<file path="config.mk">
export PLATFORM = sky130hd
export DESIGN_NAME = pipelined_chunk_adder
export DESIGN_NICKNAME = d
export VERILOG_FILES = /design/src/rtl/pipelined_adder_pkg.sv /design/src/rtl/chunk_adder_stage.sv /design/src/rtl/pipelined_chunk_adder.sv
export SDC_FILE = /design/constraint.sdc
export NUM_CORES = 1
export LEC_CHECK = 0
export ABC_CLOCK_PERIOD_IN_PS = 44300
export BUFFER_PORTS_ARGS = -buffer_cell sky130_fd_sc_hd__buf_2
export CAP_MARGIN = 25
export CORE_MARGIN = 3
export CORE_UTILIZATION = 66
export DETAILED_ROUTE_END_ITERATION = 12
export PLACE_DENSITY = 0.87
export SLEW_MARGIN = 20
export SYNTH_ARGS = -nofsm -noshare
export SYNTH_HDL_FRONTEND = slang
export SYNTH_HIERARCHICAL = 1
export SYNTH_SLANG_ARGS = --single-unit
</file>
<file path="constraint.sdc">
create_clock -name clk -period 44.3 [get_ports clk]
set_clock_uncertainty 0.2 [all_clocks]
set_input_delay 8.86 -clock clk [delete_from_list [all_inputs] [get_ports clk]]
set_output_delay 8.86 -clock clk [all_outputs]
set_load 0.02 [all_outputs]
</file>
<file path="src/rtl/pipelined_adder_pkg.sv">
// rtl/pipelined_adder_pkg.sv - shared defaults, stage-count helper and per-stage control record
package pipelined_adder_pkg;

  localparam int DEF_WIDTH = 32;
  localparam int DEF_CHUNK = 4;

  typedef struct packed {
    logic valid;
    logic carry;
  } stage_ctrl_t;

  function automatic int calc_stages(input int width, input int chunk);
    return width / chunk;
  endfunction

endpackage

</file>
<file path="src/rtl/chunk_adder_stage.sv">
// rtl/chunk_adder_stage.sv - one registered CHUNK-bit adder slice with carry and valid pass-through
module chunk_adder_stage
  import pipelined_adder_pkg::*;
#(
  parameter int CHUNK = DEF_CHUNK
) (
  input  logic             clk,
  input  logic             reset,
  input  logic             en_i,
  input  logic             valid_i,
  input  logic             carry_i,
  input  logic [CHUNK-1:0] a_i,
  input  logic [CHUNK-1:0] b_i,
  output logic             valid_o,
  output logic             carry_o,
  output logic [CHUNK-1:0] sum_o
);

  stage_ctrl_t      ctrl_d, ctrl_q;
  logic [CHUNK-1:0] sum_d, sum_q;
  logic [CHUNK:0]   full_sum;

  always_comb begin
    ctrl_d   = '0;
    sum_d    = '0;
    full_sum = {1'b0, a_i} + {1'b0, b_i} + {{CHUNK{1'b0}}, carry_i};
    ctrl_d.valid = valid_i;
    ctrl_d.carry = full_sum[CHUNK];
    sum_d        = full_sum[CHUNK-1:0];
  end

  always_ff @(posedge clk) begin
    if (reset) begin
      ctrl_q <= '0;
      sum_q  <= '0;
    end else if (en_i) begin
      ctrl_q <= ctrl_d;
      sum_q  <= sum_d;
    end
  end

  assign valid_o = ctrl_q.valid;
  assign carry_o = ctrl_q.carry;
  assign sum_o   = sum_q;

endmodule

</file>
<file path="src/rtl/pipelined_chunk_adder.sv">
// rtl/pipelined_chunk_adder.sv - pipelined WIDTH-bit add/sub, one CHUNK slice per stage; ADDER_STATUS_FLAGS_EN adds zero/negative flags
module pipelined_chunk_adder
  import pipelined_adder_pkg::*;
#(
  parameter int WIDTH = DEF_WIDTH,
  parameter int CHUNK = DEF_CHUNK
) (
  input  logic             clk,
  input  logic             reset,
  input  logic             in_valid,
  output logic             in_ready,
  input  logic [WIDTH-1:0] input_num1,
  input  logic [WIDTH-1:0] input_num2,
  input  logic             carry_in,
  input  logic             sub_mode,
  output logic             out_valid,
  input  logic             out_ready,
  output logic [WIDTH-1:0] output_result,
  output logic             carry_out,
  output logic             overflow_out
`ifdef ADDER_STATUS_FLAGS_EN
  ,
  output logic             zero_flag,
  output logic             negative_flag
`endif
);

  localparam int STAGES = calc_stages(WIDTH, CHUNK);

  logic             advance;
  logic [WIDTH-1:0] b_eff;
  logic             cin_eff;
  logic [WIDTH-1:0] result;

  logic             valid_s [STAGES];
  logic             carry_s [STAGES];
  logic [CHUNK-1:0] sum_s   [STAGES];

  // Operands and already-finished low result bits that travel beside each slice.
  logic [WIDTH-1:0] a_q  [STAGES];
  logic [WIDTH-1:0] b_q  [STAGES];
  logic [WIDTH-1:0] lo_q [STAGES];

  assign advance  = !out_valid || out_ready;
  assign in_ready = advance || reset;
  assign b_eff    = sub_mode ? ~input_num2 : input_num2;
  assign cin_eff  = sub_mode ^ carry_in;

  for (genvar k = 0; k < STAGES; k++) begin : g_stage
    logic [CHUNK-1:0] a_sl, b_sl;
    logic             v_in, c_in;

    if (k == 0) begin : g_head
      assign a_sl = input_num1[CHUNK-1:0];
      assign b_sl = b_eff[CHUNK-1:0];
      assign v_in = in_valid;
      assign c_in = cin_eff;
    end else begin : g_body
      assign a_sl = a_q[k-1][k*CHUNK +: CHUNK];
      assign b_sl = b_q[k-1][k*CHUNK +: CHUNK];
      assign v_in = valid_s[k-1];
      assign c_in = carry_s[k-1];
    end

    chunk_adder_stage #(
      .CHUNK(CHUNK)
    ) u_stage (
      .clk    (clk),
      .reset  (reset),
      .en_i   (advance),
      .valid_i(v_in),
      .carry_i(c_in),
      .a_i    (a_sl),
      .b_i    (b_sl),
      .valid_o(valid_s[k]),
      .carry_o(carry_s[k]),
      .sum_o  (sum_s[k])
    );
  end

  always_ff @(posedge clk) begin
    if (reset) begin
      for (int k = 0; k < STAGES; k++) begin
        a_q[k]  <= '0;
        b_q[k]  <= '0;
        lo_q[k] <= '0;
      end
    end else if (advance) begin
      a_q[0]  <= input_num1;
      b_q[0]  <= b_eff;
      lo_q[0] <= '0;
      for (int k = 1; k < STAGES; k++) begin
        a_q[k]  <= a_q[k-1];
        b_q[k]  <= b_q[k-1];
        lo_q[k] <= lo_q[k-1] | (WIDTH'(sum_s[k-1]) << ((k-1)*CHUNK));
      end
    end
  end

  // The last stage's registers are the output registers; they hold while stalled.
  assign result        = lo_q[STAGES-1] | (WIDTH'(sum_s[STAGES-1]) << ((STAGES-1)*CHUNK));
  assign out_valid     = valid_s[STAGES-1];
  assign output_result = result;
  assign carry_out     = carry_s[STAGES-1];
  assign overflow_out  = (a_q[STAGES-1][WIDTH-1] == b_q[STAGES-1][WIDTH-1]) &&
                         (result[WIDTH-1] != a_q[STAGES-1][WIDTH-1]);

`ifdef ADDER_STATUS_FLAGS_EN
  assign zero_flag     = out_valid && (result == '0);
  assign negative_flag = out_valid && result[WIDTH-1];
`endif

endmodule

</file>
**Word level (Yosys, flattened, before mapping)**

Memory sizes are Yosys's and may differ from the RTL's.
Index checks and enable logic that the tools add are counted.

- Memories: 3
- RAM bits: 768
- Latch bits: 0
- Word-level logic and storage cells: 113
- Output and inout bits: 36
- Bits in read-only memories: 0
- Input bits: 70
- Bits in registers: 48

- $mul: 0
- Div/mod/pow operators: 0
- $lt $le $gt $ge: 0
- Shift operators: 0
- Bitwise operators: 34
- Muxes and demuxes: 30
- Eq/ne operators: 2
- Reductions and logical operators: 4
- Add/sub/neg operators: 16

Memories:

| name | words | bits a word | read ports | clocked after memory_dff | wr ports | line | RTL |
|---|---|---|---|---|---|---|---|
| a_q | 8 | 32 | 8 | 0 | 8 | pipelined_chunk_adder.sv:40 | `logic [WIDTH-1:0] a_q [STAGES];` |
| b_q | 8 | 32 | 8 | 0 | 8 | pipelined_chunk_adder.sv:41 | `logic [WIDTH-1:0] b_q [STAGES];` |
| lo_q | 8 | 32 | 8 | 0 | 8 | pipelined_chunk_adder.sv:42 | `logic [WIDTH-1:0] lo_q [STAGES];` |

Operator list:

| operator | number |
|---|---|
| 32-bit two-way mux | 25 |
| 4-bit by 4-bit adder with 5-bit output | 8 |
| 5-bit by 1-bit adder with 5-bit output | 8 |
| 32-bit inverter | 1 |
| 32-bit by 12-bit bitwise OR with 32-bit output | 1 |
| 32-bit by 16-bit bitwise OR with 32-bit output | 1 |
| 32-bit by 20-bit bitwise OR with 32-bit output | 1 |
| 32-bit by 24-bit bitwise OR with 32-bit output | 1 |
| 32-bit by 28-bit bitwise OR with 32-bit output | 1 |
| 32-bit bitwise OR | 1 |
| 32-bit by 4-bit bitwise OR with 32-bit output | 1 |
| 32-bit by 8-bit bitwise OR with 32-bit output | 1 |
| 1-bit bitwise OR | 24 |
| 1-bit two-way mux | 5 |
| 1-bit logical OR | 2 |
| 1-bit == test | 1 |
| 1-bit logical AND | 1 |
| 1-bit zero test | 1 |
| 1-bit != test | 1 |
| 1-bit bitwise XOR | 1 |

**Depth between registers and ports, before layout**

Gate-level depths: netlist (run 1).

- Depth in word-level cells: 6
- Gate-level depth with buffers: 9
- Gate-level depth less buffers: 7

**Cells and area by module**

Netlist (run 1), hierarchy kept.

By module, submodules not included:

| module | area each (um^2) | cells each | times used | sequential area each (um^2) |
|---|---|---|---|---|
| pipelined_chunk_adder | 14662.8 | 816 | 1 | 10149.7 |
| chunk_adder_stage at g_stage[0].u_stage ... | 371.6 | 37 | 7 | 120.1 |
| chunk_adder_stage at g_stage[4].u_stage | 374.1 | 37 | 1 | 120.1 |

**Least setup slack after synthesis (run 1)**

Ideal clock, no wire load.

- Path kind: input to output
- From: input reset
- To: output in_ready
- Buffers on the path: 3
- Required time: 35.240 ns
- Path slack: 17.545 ns
- Arrival: 17.695 ns
- Cell stages on the path: 4
- Cell sequence: buf_2 buf_2 buf_2 nand2b_1

- Longest elaborated chain between the ends: 1

Ends and longest elaborated chain:

| element | line | RTL |
|---|---|---|
| start, declared | pipelined_chunk_adder.sv:9 | `input logic reset,` |
| 1-bit logical OR | pipelined_chunk_adder.sv:45 | `assign in_ready = advance \|\| reset;` |
| end, declared | pipelined_chunk_adder.sv:11 | `output logic in_ready,` |

Every way passes these cells.

**Final worst setup path (run 1)**

Ends and elaborated chain as after synthesis.

==> impl_metrics.ini, run 1 <==
[clock_tree]
h_tree_lvl_count = 2
ctsRootBufferMaster = clkbuf_16
tritoncts = yes
worst_skew_pair_latency_ns = 0.52
cts.reportedPaths.clkPinSlew_ns = 0.06
cts-root-to-sink-buffers = 3
cts_num_sinks = 386
post_cts.resized_instances = 0
hold_buffers = 0
number_of_buffers_inserted_during_clock_tree_synthesis = 38
cts.repair_timing.setup_buffer_count = 0

[setup_path]
crit_chain = buf_8, nand2b_4, buf_16, buf_2
crit_path_max_fanout = 93
timing.critical_path.required_ns = 35.24
crit_slowest_cell = nand2b_4
slowest_delay_ns = 0.59
ff2ff_path_depth = 5
r2r_slack_ns = 40.37
critical_path.startpoint_type = primary input
crit_start = reset
r2r-start = g_stage[7].u_stage/valid_o$_SDFFE_PP0P_
worst-endpoint-arrival_ns = 10.52
rr_endpoint = b_q[0][5]$_SDFFCE_PN0P_
worstSetupEndpointType = output pin
criticalPathCategory = primary input to output pin

[floorplan]
fp.dieW_um = 169
initial_core_utilization_pct = 67.5
die_h_um = 169
core_area_um2 = 26100
design.die.area_um2 = 28700
rows = 59
io_pins = 106

[route]
drt_drc_violations_left = 0
num_vias = 8338
drt_pass1_iterations = 5
drt_wl_total_um = 24900
route.detailed.wl_per_inst_um = 16.4
remaining_antenna_violation_count_after_routing = 0
routed_via_density = 5.49
drt_iter0_drc = 674

[synthesis]
synth_cell_types = 32
ys_warn_count = 6
synth_nets = 1222
synth_seq_area_share_pct = 63.0
syn-cell-area_um2 = 17600
post_synth.cell_area_avg_um2 = 15.9
postSynthRegisterBits = 386
top_reg_cell_synth = edfxtp_1
post_synth_inst_count = 1112
async_reset_ff_share_pct = 0
synth_edf_count = 338

[timing]
setup-tns-final_ns = 0
timing.max_slew.rel_slack_pct = 32.9
timing.final.crit_share_pct = 44.2
timing_max_transition_violations_final = 0
fmax_mhz = 51.1
layout_min_cycle_time_ns = 19.58
whs_ns = 0.275
setup-violations-final = 0
worst_pin_slew_ns = 1.01
grt_setup_unrepaired = no
hold_viol_final = 0

[power_and_ir_drop]
cellInternalPower_mw = 0.604
worst_ir_drop_vdd_uv = 23.4
cellPowerDensity_nw_per_um2 = 39.3
switching_power_mw = 0.147
clockPowerShare_pct = 41.1
pwr-share-seq_pct = 54.3
swShare_pct = 19.6
cellLeakagePower_nw = 7.77
power.share.combinational_pct = 4.6

[final_layout]
finalNonFillerCells = 1519
drive_above_1_share_pct = 33.4
antennaDiodeCount = 0
final_nets = 1264
synthesis_to_layout_area_growth_pct = 8.30

[place]
dpl.cell_count = 1447
post-dp-hpwl_um = 13300
gp_congestion = 0.752
place.port_buffers = 105

[outcome]
outcome = finished clean

[flow_run]
maxCapViolations = 0

[worst_hold_path]
min_to = g_stage[6].u_stage/sum_o[1]$_SDFFE_PP0P_
min-delay-path-class = flop to flop
hold_path.startpoint = g_stage[6].u_stage/sum_o[1]$_SDFFE_PP0P_
hold_path_depth = 2

[global_route]
gr-usage-all-layers_pct = 17.2
global_route_wire_length_before_repair_um = 40700
via_count_of_the_first_global_routing_pass = 8143
grt_max_degree = 172
initial_antenna_violation_count = 0
grt-ovfl-total = 0
kinds of logic (layout without fill, tap and decap cells):
family	Yosys count	in the layout	share of synthesized area [%]
simple gates	414	414	21.6
mux	24	24	1.36
compound gates	57	57	2.76
buf+inv	150	222	5.70
flops	386	386	63.0
fa+ha+maj	40	40	3.52
xor+xnor	41	41	2.04
through the flow:
stage / util [%] / worst slack [ns] / power [mW] / area, um2
6_report: 73.1 / 24.72 / 0.751 / 19100
5_1_grt: 73.1 / 24.59 / 0.776 / 19100
4_1_cts: 72.9 / 24.52 / 0.757 / 19000
3_5_place_dp: 68.2 / 24.53 / 0.450 / 17800
3_3_place_gp: 68.2 / 24.58 / 0.448 / 17800
2_1_floorplan: - / 17.54 / 0.441 / 17600
sequential cells by signal (all words and copies together) (netlist names):
register and flops:
g_stage.u_stage/sum_o 32, g_stage.u_stage/valid_o 8, a_q 113, lo_q 112, b_q 113, g_stage.u_stage/carry_o 8
cells in the final DEF (no fill, tap or decap), drive strengths merged:
| master | n |
|---|---|
| edfxtp | 338 |
| nor3b | 248 |
| buf | 119 |
| nor2b | 71 |
| clkbuf | 61 |
| dfxtp | 48 |
| nor2 | 40 |
| xnor2 | 36 |
| inv | 33 |
| nor3 | 28 |
| mux2i | 24 |
| ha | 24 |
| fa | 16 |
| nand2b | 10 |
| nand2 | 9 |
| a211oi | 8 |
| o21ai | 8 |
| a311oi | 8 |
| a21o | 8 |
| a21oi | 8 |
| or3b | 8 |
| a2111o | 8 |
| o221ai | 8 |
| clkinv | 7 |
| xor2 | 5 |
| o22ai | 1 |
| bufinv | 1 |
| clkinvlp | 1 |
worst max path at each step:
stage          endpoint  slack (ns)
2_1_floorplan  in_ready       17.54
3_3_place_gp   in_ready       24.58
3_5_place_dp   in_ready       24.53
4_1_cts        in_ready       24.52
5_1_grt        in_ready       24.59
6_report       in_ready       24.72
critical path: cells and delay by family:
kind / cells / cell delay (ns)
simple gates: 1 / 0.59
buf+inv: 3 / 0.96
cell usage after synthesis, types with 9 or more instances:
library cell,number,area (um2)
nor2b_1,71,444
nor3_1,18,90.1
nor3b_1,48,360
dfxtp_1,48,961
nor2_1,40,150
nor3b_2,200,2500
buf_2,38,190
edfxtp_1,338,10100
buf_4,33,248
xnor2_1,36,315
inv_1,33,124
nand2b_1,9,56.3
mux2i_1,24,240
clkbuf_2,9,45.0
fa_1,16,320
ha_1,24,300
buf_6,34,383
nor3_2,10,100
nand2_1,9,33.8
power groups by stage:
stage | Clock, mW | Sequential [mW] | Combinational [mW]
after floorplan | 0 | 0.414 | 0.0275
after global placement | 0 | 0.415 | 0.0329
after detailed placement | 0 | 0.415 | 0.0344
after CTS | 0.314 | 0.408 | 0.0348
after global routing | 0.329 | 0.409 | 0.0381
final | 0.309 | 0.408 | 0.0343
final cells by class:
cell class / instances / area (um2)
fill: 1594 / 7030
timing repair buffer: 119 / 697
multi-input combinational: 576 / 5540
clock inverter: 9 / 72.6
inverter: 33 / 124
clock buffer: 61 / 1140
tap: 335 / 419
sequential: 386 / 11100
per-layer routing:
metal	global-route usage, %	routed length (um)	up-vias
met1	26.2	11800	4015
met2	25.9	11500	174
met4	4.73	482	0
met5	0	0	-
met3	3.07	1070	35
li1	-	-	4114
Power figures use the tool's default switching activity.
==> run 2: changes to the inputs <==
--- a/config.mk
+++ b/config.mk
@@ -5,13 +5,13 @@
 export SDC_FILE = /design/constraint.sdc
 export NUM_CORES = 1
 export LEC_CHECK = 0
-export ABC_CLOCK_PERIOD_IN_PS = 44300
+export ABC_CLOCK_PERIOD_IN_PS = 18100
 export BUFFER_PORTS_ARGS = -buffer_cell sky130_fd_sc_hd__buf_2
 export CAP_MARGIN = 25
 export CORE_MARGIN = 3
-export CORE_UTILIZATION = 66
+export CORE_UTILIZATION = 61
 export DETAILED_ROUTE_END_ITERATION = 12
-export PLACE_DENSITY = 0.87
+export PLACE_DENSITY = 0.81
 export SLEW_MARGIN = 20
 export SYNTH_ARGS = -nofsm -noshare
 export SYNTH_HDL_FRONTEND = slang
==> constraint.sdc (replaced) <==
create_clock -name clk -period 18.1 [get_ports clk]
set_clock_uncertainty 0.2 [all_clocks]
set_input_delay 3.62 -clock clk [delete_from_list [all_inputs] [get_ports clk]]
set_output_delay 3.62 -clock clk [all_outputs]
set_load 0.02 [all_outputs]
==> run 2 against run 1 <==
  * Design area increased by 0.77%
  * Sequential cell count stayed put
  * Sequential power grew 140%
  * Die area increased by 7.9%
  * Largest power group unchanged
  * Register-to-register slack got worse by 26 ns
==> impl_metrics.ini, run 2 (same netlist as run 1, synthesis figures left out) <==
[outcome]
outcome = finished clean

[route]
num_vias = 8259
drt_wl_total_um = 24300
routed_via_density = 5.28
drt_drc_violations_left = 0
drt_pass1_iterations = 5
route.detailed.wl_per_inst_um = 15.6
drt_iter0_drc = 747
remaining_antenna_violation_count_after_routing = 0

[worst_hold_path]
min-delay-path-class = flop to flop
hold_path.startpoint = g_stage[7].u_stage/sum_o[1]$_SDFFE_PP0P_

[global_route]
global_route.usage.met3_pct = 3.16
grt-ovfl-total = 0
grt_max_degree = 192
grt_use_met2_pct = 22.5
use_met1_pct = 24.2
gr-usage-all-layers_pct = 15.6
global_route_wire_length_before_repair_um = 40500
global_route.peak_usage_layer = met1
initial_antenna_violation_count = 0
via_count_of_the_first_global_routing_pass = 8053

[clock_tree]
worst_skew_pair_latency_ns = 0.51
number_of_buffers_inserted_during_clock_tree_synthesis = 40
cts.reportedPaths.clkPinSlew_ns = 0.06
hold_buffers = 0
cts_num_sinks = 386
cts-root-to-sink-buffers = 3
cts.repair_timing.setup_buffer_count = 0
ctsRootBufferMaster = clkbuf_16
h_tree_lvl_count = 2
tritoncts = yes
post_cts.resized_instances = 0

[final_layout]
final_cell_area_um2 = 19200
area_taken_by_multi_input_logic_gates_um2 = 5540
seq_area_um2 = 11100
synthesis_to_layout_area_growth_pct = 9.14
fillers = 1856
layout.cells.most_common_list = edfxtp_1, nor3b_2, buf_2
drive_above_1_share_pct = 33.4
finalNonFillerCells = 1564
antennaDiodeCount = 0
final_common_cell = edfxtp_1
final_nets = 1266
layout_top_registers = a_q x113, b_q x113, lo_q x112

[timing]
timing.max_slew.rel_slack_pct = 23.1
grt_setup_unrepaired = no
worst_pin_slew_ns = 1.15
setup-violations-final = 0
hold_viol_final = 0
setup-tns-final_ns = 0
timing.final.crit_share_pct = 50.7
post-route-worst-setup-slack_ns = 8.91
timing_max_transition_violations_final = 0
layout_min_cycle_time_ns = 9.19
fmax_mhz = 109

[place]
dpl.cell_count = 1490
place.port_buffers = 105
post-dp-hpwl_um = 13100
place_ws_ns = 8.89
post_dp_cell_area_um2 = 17900
gp_congestion = 0.740

[power_and_ir_drop]
cellLeakagePower_nw = 7.82
worst_ir_drop_vdd_uv = 66.8
cellPowerDensity_nw_per_um2 = 97.4

[setup_path]
critical_path.startpoint_type = primary input
timing.critical_path.required_ns = 14.28
crit_path_max_fanout = 101
crit_start = reset
worstSetupEndpointType = output pin
r2r-start = g_stage[7].u_stage/valid_o$_SDFFE_PP0P_
criticalPathCategory = primary input to output pin
worst-endpoint-arrival_ns = 5.37

[floorplan]
fp.dieW_um = 176
core_area_um2 = 28200
io_pins = 106
initial_core_utilization_pct = 62.6
rows = 61
design.die.area_um2 = 31000
die_h_um = 176

[flow_run]
maxCapViolations = 0
run 2: cell count changes in the layout (fill, tap and decap cells not counted), moves of 2 or more:
| cell | change |
|---|---|
| clkinv_2 | -3 |
| clkbuf_1 | -9 |
| bufinv_16 | +2 |
| clkbuf_8 | +2 |
| clkinv_1 | +10 |
run 2: cell type report:
| type | count | area share [%] |
|---|---|---|
| inverter | 33 | 0.643 |
| sequential | 386 | 57.7 |
| multi-input combinational | 576 | 28.8 |
| clock inverter | 18 | 0.812 |
| timing repair buffer | 119 | 3.70 |
| clock buffer | 54 | 5.90 |
| tap | 378 | 2.46 |
run 2: final timing paths:
| check | slack [ns] | cells past startpoint | endpoint |
|---|---|---|---|
| setup / recovery | 8.91 | 3 | in_ready |
| hold / removal | 0.27 | 2 | g_stage[7].u_stage/sum_o[1]$_SDFFE_PP0P_ |
| setup reg to reg | 14.37 | 4 | lo_q[0][102]$_SDFFCE_PN0P_ |
| hold reg to reg | 0.27 | 2 | g_stage[7].u_stage/sum_o[1]$_SDFFE_PP0P_ |
run 2: metrics by stage:
step | total power, mW | hold slack, ns | utilization [%]
6_report | 1.88 | 0.273 | 68.4
5_1_grt | 1.95 | 0.302 | 68.4
4_1_cts | 1.90 | 0.275 | 68.2
3_5_place_dp | 1.10 | 0.265 | 63.6
3_3_place_gp | 1.10 | 0.262 | 63.5
2_1_floorplan | 1.08 | 0.250 | -
run 2: worst max-delay path, cell delays in order:
cell and delay [ns]:
buf_8 0.49, nand2b_4 0.85, buf_2 0.30
run 2: report_power, final:
group	internal [mW]	leakage [nW]	switching, mW
sequential	0.990	4.48	0.00865
combinational	0.0422	2.70	0.0418
clock	0.480	0.634	0.313
run 2: routing by layer:
metal | part of all wire [%] | routed length (um)
met1 | 49 | 11800
met3 | 4.4 | 1060
met2 | 45 | 11000
met5 | 0 | 0
met4 | 1.9 | 454
